[config.mk]
export PLATFORM = sky130hd
export DESIGN_NAME = bob_ring
export DESIGN_NICKNAME = d
export VERILOG_FILES = /design/src/rtl/bob_ring.sv
export SDC_FILE = /design/constraint.sdc
export NUM_CORES = 2
export LEC_CHECK = 0
export CORE_ASPECT_RATIO = 1.75
export CORE_UTILIZATION = 62
export DETAILED_ROUTE_END_ITERATION = 7
export GPL_ROUTABILITY_DRIVEN = 0
export PLACE_DENSITY = 0.78
export SLEW_MARGIN = 20
export SYNTH_ARGS = -nofsm -noshare
export SYNTH_HDL_FRONTEND = slang
export SYNTH_SLANG_ARGS = --single-unit
[constraint.sdc]
create_clock -name clock -period 5.6 [get_ports clock]
set_input_delay 0.84 -clock clock [delete_from_list [all_inputs] [get_ports clock]]
set_output_delay 0.84 -clock clock [all_outputs]
set_load 0.01 [all_outputs]
[src/rtl/bob_ring.sv]
// -----------------------------------------------------------------------------
// bob_ring -- branch order buffer organised as a circular queue.
//
// Holds up to DEPTH in-flight branch entries in program order. New entries are
// inserted at the tail (wptr) and retired from the head (rptr). A misprediction
// rewinds the tail to just past the mispredicted branch, squashing every
// younger entry. A flush discards everything. All DEPTH slots are usable; a
// separate count register tells "full" apart from "empty" when the pointers
// coincide.
//
// Ports
//   clock, reset_n            single rising-edge clock, async active-low reset
//   flush_i                   synchronous discard of all entries (top priority)
//   alloc_i, alloc_data_i     insert one entry at the tail
//   alloc_tag_o               slot index the next accepted alloc receives
//   alloc_ok_o                alloc accepted this cycle (combinational)
//   retire_i                  remove the head entry
//   rewind_i, rewind_tag_i    squash entries younger than rewind_tag_i
//   head_data_o, head_tag_o   payload / slot index of the oldest entry
//   head_valid_o              buffer non-empty
//   count_o                   number of valid entries, 0..DEPTH
//   full_o, empty_o           count_o == DEPTH / count_o == 0
//
// full_o, empty_o, head_valid_o and count_o depend on registered state only.
// -----------------------------------------------------------------------------
module bob_ring #(
  parameter int DATAWIDTH = 93,
  parameter int DEPTH     = 16,
  parameter int LOGDEPTH  = 4
) (
  input  logic                 clock,
  input  logic                 reset_n,
  input  logic                 flush_i,
  input  logic                 alloc_i,
  input  logic [DATAWIDTH-1:0] alloc_data_i,
  output logic [LOGDEPTH-1:0]  alloc_tag_o,
  output logic                 alloc_ok_o,
  input  logic                 retire_i,
  input  logic                 rewind_i,
  input  logic [LOGDEPTH-1:0]  rewind_tag_i,
  output logic [DATAWIDTH-1:0] head_data_o,
  output logic [LOGDEPTH-1:0]  head_tag_o,
  output logic                 head_valid_o,
  output logic [LOGDEPTH:0]    count_o,
  output logic                 full_o,
  output logic                 empty_o
);

  typedef logic [LOGDEPTH-1:0] ptr_t;
  typedef logic [LOGDEPTH:0]   cnt_t;

  localparam cnt_t DEPTH_CNT = cnt_t'(DEPTH);
  localparam ptr_t PTR_ONE   = ptr_t'(1);

  // ---------------------------------------------------------------------------
  // State
  // ---------------------------------------------------------------------------
  logic [DATAWIDTH-1:0] storage [DEPTH];
  logic [DEPTH-1:0]     valid;
  ptr_t                 rptr;
  ptr_t                 wptr;
  cnt_t                 count;

  logic [DEPTH-1:0]     valid_nxt;
  ptr_t                 rptr_nxt;
  ptr_t                 wptr_nxt;
  cnt_t                 count_nxt;
  ptr_t                 ptr_diff_nxt;

  logic                 alloc_acc;
  logic                 retire_acc;
  logic                 rewind_acc;
  ptr_t                 rewind_dist;

  // ---------------------------------------------------------------------------
  // Status, derived from registered state only
  // ---------------------------------------------------------------------------
  assign full_o       = (count == DEPTH_CNT);
  assign empty_o      = (count == '0);
  assign head_valid_o = ~empty_o;
  assign count_o      = count;

  assign alloc_tag_o  = wptr;
  assign head_tag_o   = rptr;
  assign head_data_o  = storage[rptr];

  // ---------------------------------------------------------------------------
  // Request acceptance. A rewind request (valid or not) blocks alloc so the
  // tail is never moved by two sources in the same cycle.
  // ---------------------------------------------------------------------------
  assign alloc_acc  = alloc_i & ~full_o & ~flush_i & ~rewind_i;
  assign retire_acc = retire_i & head_valid_o & ~flush_i;
  assign rewind_acc = rewind_i & valid[rewind_tag_i] & ~flush_i;
  assign alloc_ok_o = alloc_acc;

  // Age of the rewind target measured from the head; any slot further from the
  // head than this is younger and gets squashed.
  assign rewind_dist = rewind_tag_i - rptr;

  // ---------------------------------------------------------------------------
  // Next-state logic
  // ---------------------------------------------------------------------------
  // NOTE: every variable assigned in always_comb gets a default first, so no
  // path leaves it unassigned and no latch is inferred.
  always_comb begin
    valid_nxt    = valid;
    rptr_nxt     = rptr;
    wptr_nxt     = wptr;
    count_nxt    = count;
    ptr_diff_nxt = '0;

    if (flush_i) begin
      valid_nxt = '0;
      rptr_nxt  = '0;
      wptr_nxt  = '0;
      count_nxt = '0;
    end else begin
      if (rewind_acc) begin
        for (int i = 0; i < DEPTH; i++) begin
          if (ptr_t'(ptr_t'(i) - rptr) > rewind_dist) begin
            valid_nxt[i] = 1'b0;
          end
        end
        wptr_nxt = rewind_tag_i + PTR_ONE;
      end else if (alloc_acc) begin
        valid_nxt[wptr] = 1'b1;
        wptr_nxt        = wptr + PTR_ONE;
      end

      // Retire is independent of the tail update; with rewind_tag_i == rptr
      // the surviving entry is retired and the buffer drains to empty.
      if (retire_acc) begin
        valid_nxt[rptr] = 1'b0;
        rptr_nxt        = rptr + PTR_ONE;
      end

      // Pointer difference gives the occupancy except when the pointers meet,
      // where the buffer is either completely full or empty. Slots outside the
      // live window are always invalid, so the head slot's valid bit decides.
      ptr_diff_nxt = wptr_nxt - rptr_nxt;
      if (ptr_diff_nxt == '0 && valid_nxt[rptr_nxt]) begin
        count_nxt = DEPTH_CNT;
      end else begin
        count_nxt = cnt_t'(ptr_diff_nxt);
      end
    end
  end

  // ---------------------------------------------------------------------------
  // Control registers
  // ---------------------------------------------------------------------------
  // NOTE: sequential state uses non-blocking assignments so every register
  // samples the pre-edge values regardless of evaluation order.
  always_ff @(posedge clock or negedge reset_n) begin
    if (!reset_n) begin
      valid <= '0;
      rptr  <= '0;
      wptr  <= '0;
      count <= '0;
    end else begin
      valid <= valid_nxt;
      rptr  <= rptr_nxt;
      wptr  <= wptr_nxt;
      count <= count_nxt;
    end
  end

  // ---------------------------------------------------------------------------
  // Payload storage. Flush and rewind leave payloads in place; only the valid
  // bits and pointers decide what is live.
  // ---------------------------------------------------------------------------
  // NOTE: the payload array is deliberately reset so head_data_o reads zero
  // after reset; this costs a reset net on every storage flop and prevents
  // mapping the array onto RAM macros.
  always_ff @(posedge clock or negedge reset_n) begin
    if (!reset_n) begin
      for (int i = 0; i < DEPTH; i++) begin
        storage[i] <= '0;
      end
    end else if (alloc_acc) begin
      storage[wptr] <= alloc_data_i;
    end
  end

endmodule
* Word-level counts from Yosys, hierarchy flattened
Index checks and enable logic that the tools add are counted.
** Storage, ports and cells
- Register bits after elaboration :: 1517
- Latch bits :: 0
- Memory bits (writable) :: 0
- Bits in read-only memories :: 0
- Bits of input ports :: 103
- Output and inout port bits :: 110
- Word-level logic and storage cells :: 134
- Memories :: 0
** Cells by class
- Add/sub/neg operators :: 21
- Multiply operators :: 0
- Div/mod/pow operators :: 0
- $lt $le $gt $ge :: 25
- Equality and inequality tests :: 1
- Shifts and indexed selects :: 0
- Muxes and demuxes :: 45
- Bitwise logic cells :: 16
- Reductions and logical operators :: 6
** Operator list (count)
- bitwise mux 1488 bit :: 1
- binary-select mux 93 bit (select 4 bit) :: 1
- demux 93 bit (select 4 bit) :: 1
- 2-to-1 mux 93 bit :: 3
- 2-to-1 mux 16 bit :: 6
- > comparator 4 bit :: 16
- subtractor 4 bit, first input constant :: 8
- 2-to-1 mux 4 bit :: 7
- < comparator 4 x 5 -> 1 bit, second input constant :: 4
- 2-to-1 mux 1 bit :: 20
- AND 16 bit :: 1
- inverter 16 bit :: 1
- OR 16 bit :: 1
- subtractor 3 x 4 -> 4 bit, first input constant :: 4
- adder 4 x 1 -> 4 bit, second input constant :: 3
- >= comparator 5 bit, second input constant :: 2
- 2-to-1 mux 5 bit :: 2
- inverter 4 -> 5 bit :: 2
- binary-select mux 1 bit (select 4 bit) :: 2
- demux 1 bit (select 4 bit) :: 2
- >= comparator 4 x 1 -> 1 bit, second input constant :: 2
- subtractor 1 x 4 -> 4 bit, first input constant :: 2
- subtractor 2 x 4 -> 4 bit, first input constant :: 2
- subtractor 4 bit :: 2
- other kinds (7) :: 19

* Depth between registers and ports, before layout
- Word-level depth :: 16
- Depth in mapped cells :: 19
- Gate-level depth less buffers :: 16

* Worst setup path before layout
OpenSTA, ideal clock, no wires.
- Path kind :: reg-to-reg
- Start point :: register rptr[1] (netlist: head_tag_o[1])
- End point :: register count[4] (netlist: count_o[4])
- Library setup time :: 0.096 ns
- Arrival time :: 4.380 ns
- Required time :: 5.504 ns
- Setup slack :: 1.124 ns
- Cell stages (with the launch flop) :: 19
- Buffers on the path :: 3
- Clock period less this slack :: 4.476 ns
- Path through :: dfrtp_1 > clkbuf_1 > clkbuf_1 > clkbuf_1 > inv_1 > ha_1 > nand2_1 > o21ai_0 > xor2_1 > xnor2_1 > inv_1 > ha_1 > a21oi_1 > a21oi_1 > a32o_1 > a21oi_1 > mux2i_1 > a2111o_1 > nor4_2
** Between the ends
- Cells in the longest elaborated chain, start to end :: 13
- Elaborated cells between the ends (all ways) :: 70
- Those cells by class :: add/sub (19); order compare (18); mux (28); bitwise (2); reduce/logical (3)
** Ends and longest elaborated chain
- start, declared :: line 60 : ptr_t rptr;
- start signal, assigned :: line 162 : rptr <= rptr_nxt;
- subtractor 1 x 4 -> 4 bit (tied with other cells) :: line 120 : if (ptr_t'(ptr_t'(i) - rptr) > rewind_dist) begin
- > comparator 4 bit / logical AND 1 bit (equally long branches) :: line 120, 133
- 2-to-1 mux 1 bit, on equally long branches :: line 120, 133
- 2-to-1 mux 16 bit / demux 1 bit (select 4 bit) (equally long branches) :: line 118, 133
- 2-to-1 mux 16 bit / inverter 16 bit (equally long branches)
- AND 16 bit (no source line)
- 2-to-1 mux 16 bit :: line 132 : if (retire_acc) begin
- 2-to-1 mux 16 bit :: line 112 : if (flush_i) begin
- binary-select mux 1 bit (select 4 bit) :: line 141 : if (ptr_diff_nxt == '0 && valid_nxt[rptr_nxt]) begin
- 2-to-1 mux 1 bit (not written as such) :: line 141
- logical AND 1 bit (*) :: line 141
- 2-to-1 mux 5 bit (*) :: line 141
- 2-to-1 mux 5 bit (*) :: line 112
- net count_nxt[4] :: line 67 : cnt_t count_nxt;
- end signal, assigned :: line 164 : count <= count_nxt;
- end, declared :: line 62 : cnt_t count;
The timed path passes the listed nets; every way through them passes the cells marked *. The select of a mux whose other input is x is not followed.
A chain may end at the register's enable or synchronous reset.

* Worst setup path after layout
- Start point :: register rptr[1] (netlist: head_tag_o[1])
- End point :: output head_data_o[44]
** Between the ends
- Cells in the longest elaborated chain, start to end :: 4
** Ends and longest elaborated chain
- inverter 4 -> 5 bit (not written as such) :: line 85 : assign head_data_o = storage[rptr];
- binary-select mux 93 bit (select 4 bit) :: line 85
- 2-to-1 mux 93 bit (not written as such) (2 in a row) :: line 85
- end, declared :: line 41 : output logic [DATAWIDTH-1:0] head_data_o,
No other way between the ends. The select of a mux whose other input is x is not followed.

==> flow_summary.json <==
{
  "synthTopCellsByArea": "dfrtp_1, mux2_2, mux4_2",
  "max_freq_mhz": 201,
  "worst_skew_pair.late_latency_ps": 770,
  "totalPowerFinal_w": 0.0271,
  "clockBufferDepth": 3,
  "synth_top_cell_by_area": "dfrtp_1",
  "setup_viol": 0,
  "layout-drive-gt1-share_pct": 47.7,
  "leakagePower_nw": 36.2,
  "maxSlewViolCount": 0,
  "rows": 161,
  "ant_nets": 0,
  "reg2reg_from": "head_tag_o[1]$_DFF_PN0_",
  "layout.nets": 4596,
  "cp_top_family": "buffers and inverters",
  "synth_nets": 4569,
  "clockRootBuffer": "clkbuf_16",
  "grt_max_degree": 169,
  "drt_iter0_markers": 2876,
  "ir_drop_mv": 0.359,
  "die_w_um": 255,
  "grt_pass1_vias": 42800,
  "hold_viol": 0,
  "cts_tree": "yes",
  "cts.sinks": 1517,
  "htreeDepth": 4,
  "worstPathMaxFanout": 37,
  "r2r-end": "count_o[4]$_DFF_PN0_",
  "synth_seq_cells": 1517,
  "ys_async_sr_fraction_pct": 100,
  "antenna_found_initial": 22,
  "tightest_slew_ps": 1200,
  "area_growth_pct": 11.6,
  "rrSetupSlack_ps": 1380,
  "cp.required_ps": 4760,
  "cts_buffers": 136,
  "endpoint_kind": "output pin",
  "synthCells": 4418,
  "drt-pass1-iter-count": 5,
  "clock_skew_ps": 24.1,
  "hold_class": "in2async",
  "period_needed_ps": 4970,
  "ys.warnings.count": 0,
  "fin_util_pct": 70.1,
  "path_buf_inv": 3,
  "hold_buffers": 0,
  "clkSlewWorstSetupHoldPaths_ps": 60,
  "vias": 39300,
  "synthDistinctLibCells": 65,
  "reg2reg_depth": 15,
  "drc": 0,
  "die-area_um2": 113000,
  "synth_edf_count": 0,
  "rsz0062_at_grt": "no",
  "wirelength_mm": 166,
  "path_class": "reg2out",
  "syn-cell-area_um2": 69300,
  "synth-main-ff-cell": "dfrtp_1",
  "critPathArrivalTime_ps": 4130,
  "netlist.area_leader.share_pct": 54.8,
  "cp_slowest_stage_delay_ps": 740,
  "overflow": 0,
  "initial_utilization_pct": 62.8,
  "core_um2": 110000,
  "powerDensity_nw_per_um2": 351,
  "grtUsageTotal_pct": 30.9,
  "placed_area_um2": 72800,
  "post_cts_buffers": 0,
  "status": "finished, final reports clean",
  "die_h_um": 444,
  "cpMaxStageDelayCell": "dfrtp_4",
  "ioPinCount": 213,
  "maxCapViolations": 0,
  "cts_resized": 0,
  "avgSynthCellArea_um2": 15.7,
  "portBuffers": 212,
  "fin_crit_sh_pct": 88.8,
  "crit_chain": "buf_4 > buf_4 > mux4_2 > mux4_2 > clkdlybuf4s50_1",
  "postLayoutCellArea_um2": 77400,
  "finalSetupTns_ps": 0,
  "slew_headroom_pct": 20.1,
  "dp_hpwl_mm": 88.4,
  "grt_pass1_wl_mm": 262,
  "start_kind": "flip-flop",
  "viasPerCell": 6.51,
  "seq_area_frac_synth_pct": 54.8,
  "post_drt_wl_per_cell_um": 27.5
}
## worst reg2reg max path, cell delays in order, from the launching register on
cell	delay (ps)
dfrtp_4	740
inv_1	340
ha_1	380
nand2_1	40
o21ai_0	210
xor2_1	250
xnor2_1	120
inv_1	340
ha_1	340
a21oi_1	150
a21oi_1	100
a32o_1	250
a21oi_1	140
mux2i_1	80
a2111o_1	370
nor4_2	270
## report_power, final
| group | internal (W) | switching [W] | leakage, nW |
|---|---|---|---|
| logic | 0.00297 | 0.00234 | 13.3 |
| clock network | 0.00539 | 0.00414 | 2.23 |
| registers | 0.0118 | 0.000482 | 20.8 |
## state kept, by name (all words and copies together), names as in the netlist
name         cells
alloc_tag_o      4
count_o          5
head_tag_o       4
storage       1488
valid           16
## synth_stat cells, types with 3 or more instances
master / instances
a211oi_1: 4
a21o_1: 12
a21oi_1: 26
a22oi_1: 4
a311oi_1: 5
a31oi_1: 5
and2_1: 3
and3_1: 14
buf_1: 42
buf_2: 52
clkbuf_1: 298
dfrtp_1: 1517
ha_1: 46
inv_1: 32
mux2_2: 1397
mux2i_1: 11
mux4_2: 465
nand2_1: 306
nand2b_1: 5
nand3_1: 15
nand4_1: 4
nor2_1: 34
nor2b_1: 12
nor3_1: 10
o211ai_1: 4
o21ai_0: 15
o22ai_1: 3
o31ai_1: 4
xnor2_1: 15
xor2_1: 8
## worst max path at each step
stage | start | endpoint | slack (ps) | depth (start not counted)
floorplan | head_tag_o[1]$_DFF_PN0_ | count_o[4]$_DFF_PN0_ | 1120 | 18
global placement | rewind_tag_i[0] | count_o[4]$_DFF_PN0_ | 880 | 16
detailed placement | rewind_tag_i[0] | count_o[4]$_DFF_PN0_ | 810 | 17
CTS | head_tag_o[1]$_DFF_PN0_ | head_data_o[44] | 580 | 5
global route | head_tag_o[1]$_DFF_PN0_ | head_data_o[44] | 520 | 5
finish | head_tag_o[1]$_DFF_PN0_ | head_data_o[44] | 630 | 5
## per-stage QoR
stage | hold slack [ps] | worst slack [ps] | cells
floorplan | 441 | 1120 | 4418
global placement | 453 | 880 | 5774
detailed placement | 458 | 812 | 5774
CTS | 99.6 | 578 | 6021
global route | 133 | 517 | 6030
finish | 65.9 | 629 | 6030
## kinds of logic after synthesis
logic type,Yosys count,share of synthesized area (%)
xor+xnor,25,0.354
fa+ha+maj,50,0.917
flops,1517,54.8
mux,1874,38.0
buf+inv,428,2.42
simple gates,416,2.51
compound gates,108,1.06
## layer usage
layer,GRT usage [%],vias to the layer above,routed length (um)
met5,0,-,83
met4,10.1,14,5010
met3,4.90,348,8160
met2,50.6,1040,84400
met1,42.7,21500,68200
li1,-,16300,-
## layout make-up
cell class,count,area [um^2]
sequential,1517,38000
timing repair buffer,282,3080
tap,1467,1840
multi-input combinational,2473,29800
clock buffer,207,4090
antenna,9,22.5
clock inverter,40,432
fill,7366,33000
inverter,35,139
## cells in the final DEF, fill, tap and decap left out, types with 4 or more instances in the layout
master / n
mux4_2: 465
nor2b_1: 12
xnor2_1: 15
clkbuf_16: 143
o211ai_1: 4
bufinv_16: 7
nand3_1: 14
a211oi_1: 4
a21oi_1: 26
nand2b_1: 5
nor3_1: 9
a31oi_1: 5
nand4_1: 4
nor2_1: 34
xor2_1: 8
inv_1: 31
clkbuf_8: 27
clkinv_2: 21
diode_2: 9
mux2_2: 1397
a22oi_1: 4
and3_4: 8
buf_12: 33
o21ai_0: 15
and3_1: 6
inv_6: 6
a21o_1: 12
nand2_4: 4
dfrtp_1: 1514
buf_4: 37
nand2_1: 302
ha_1: 46
mux2i_1: 11
o31ai_1: 4
a311oi_1: 5
clkbuf_1: 37
clkdlybuf4s50_1: 211
Power figures use the tool's default switching activity.
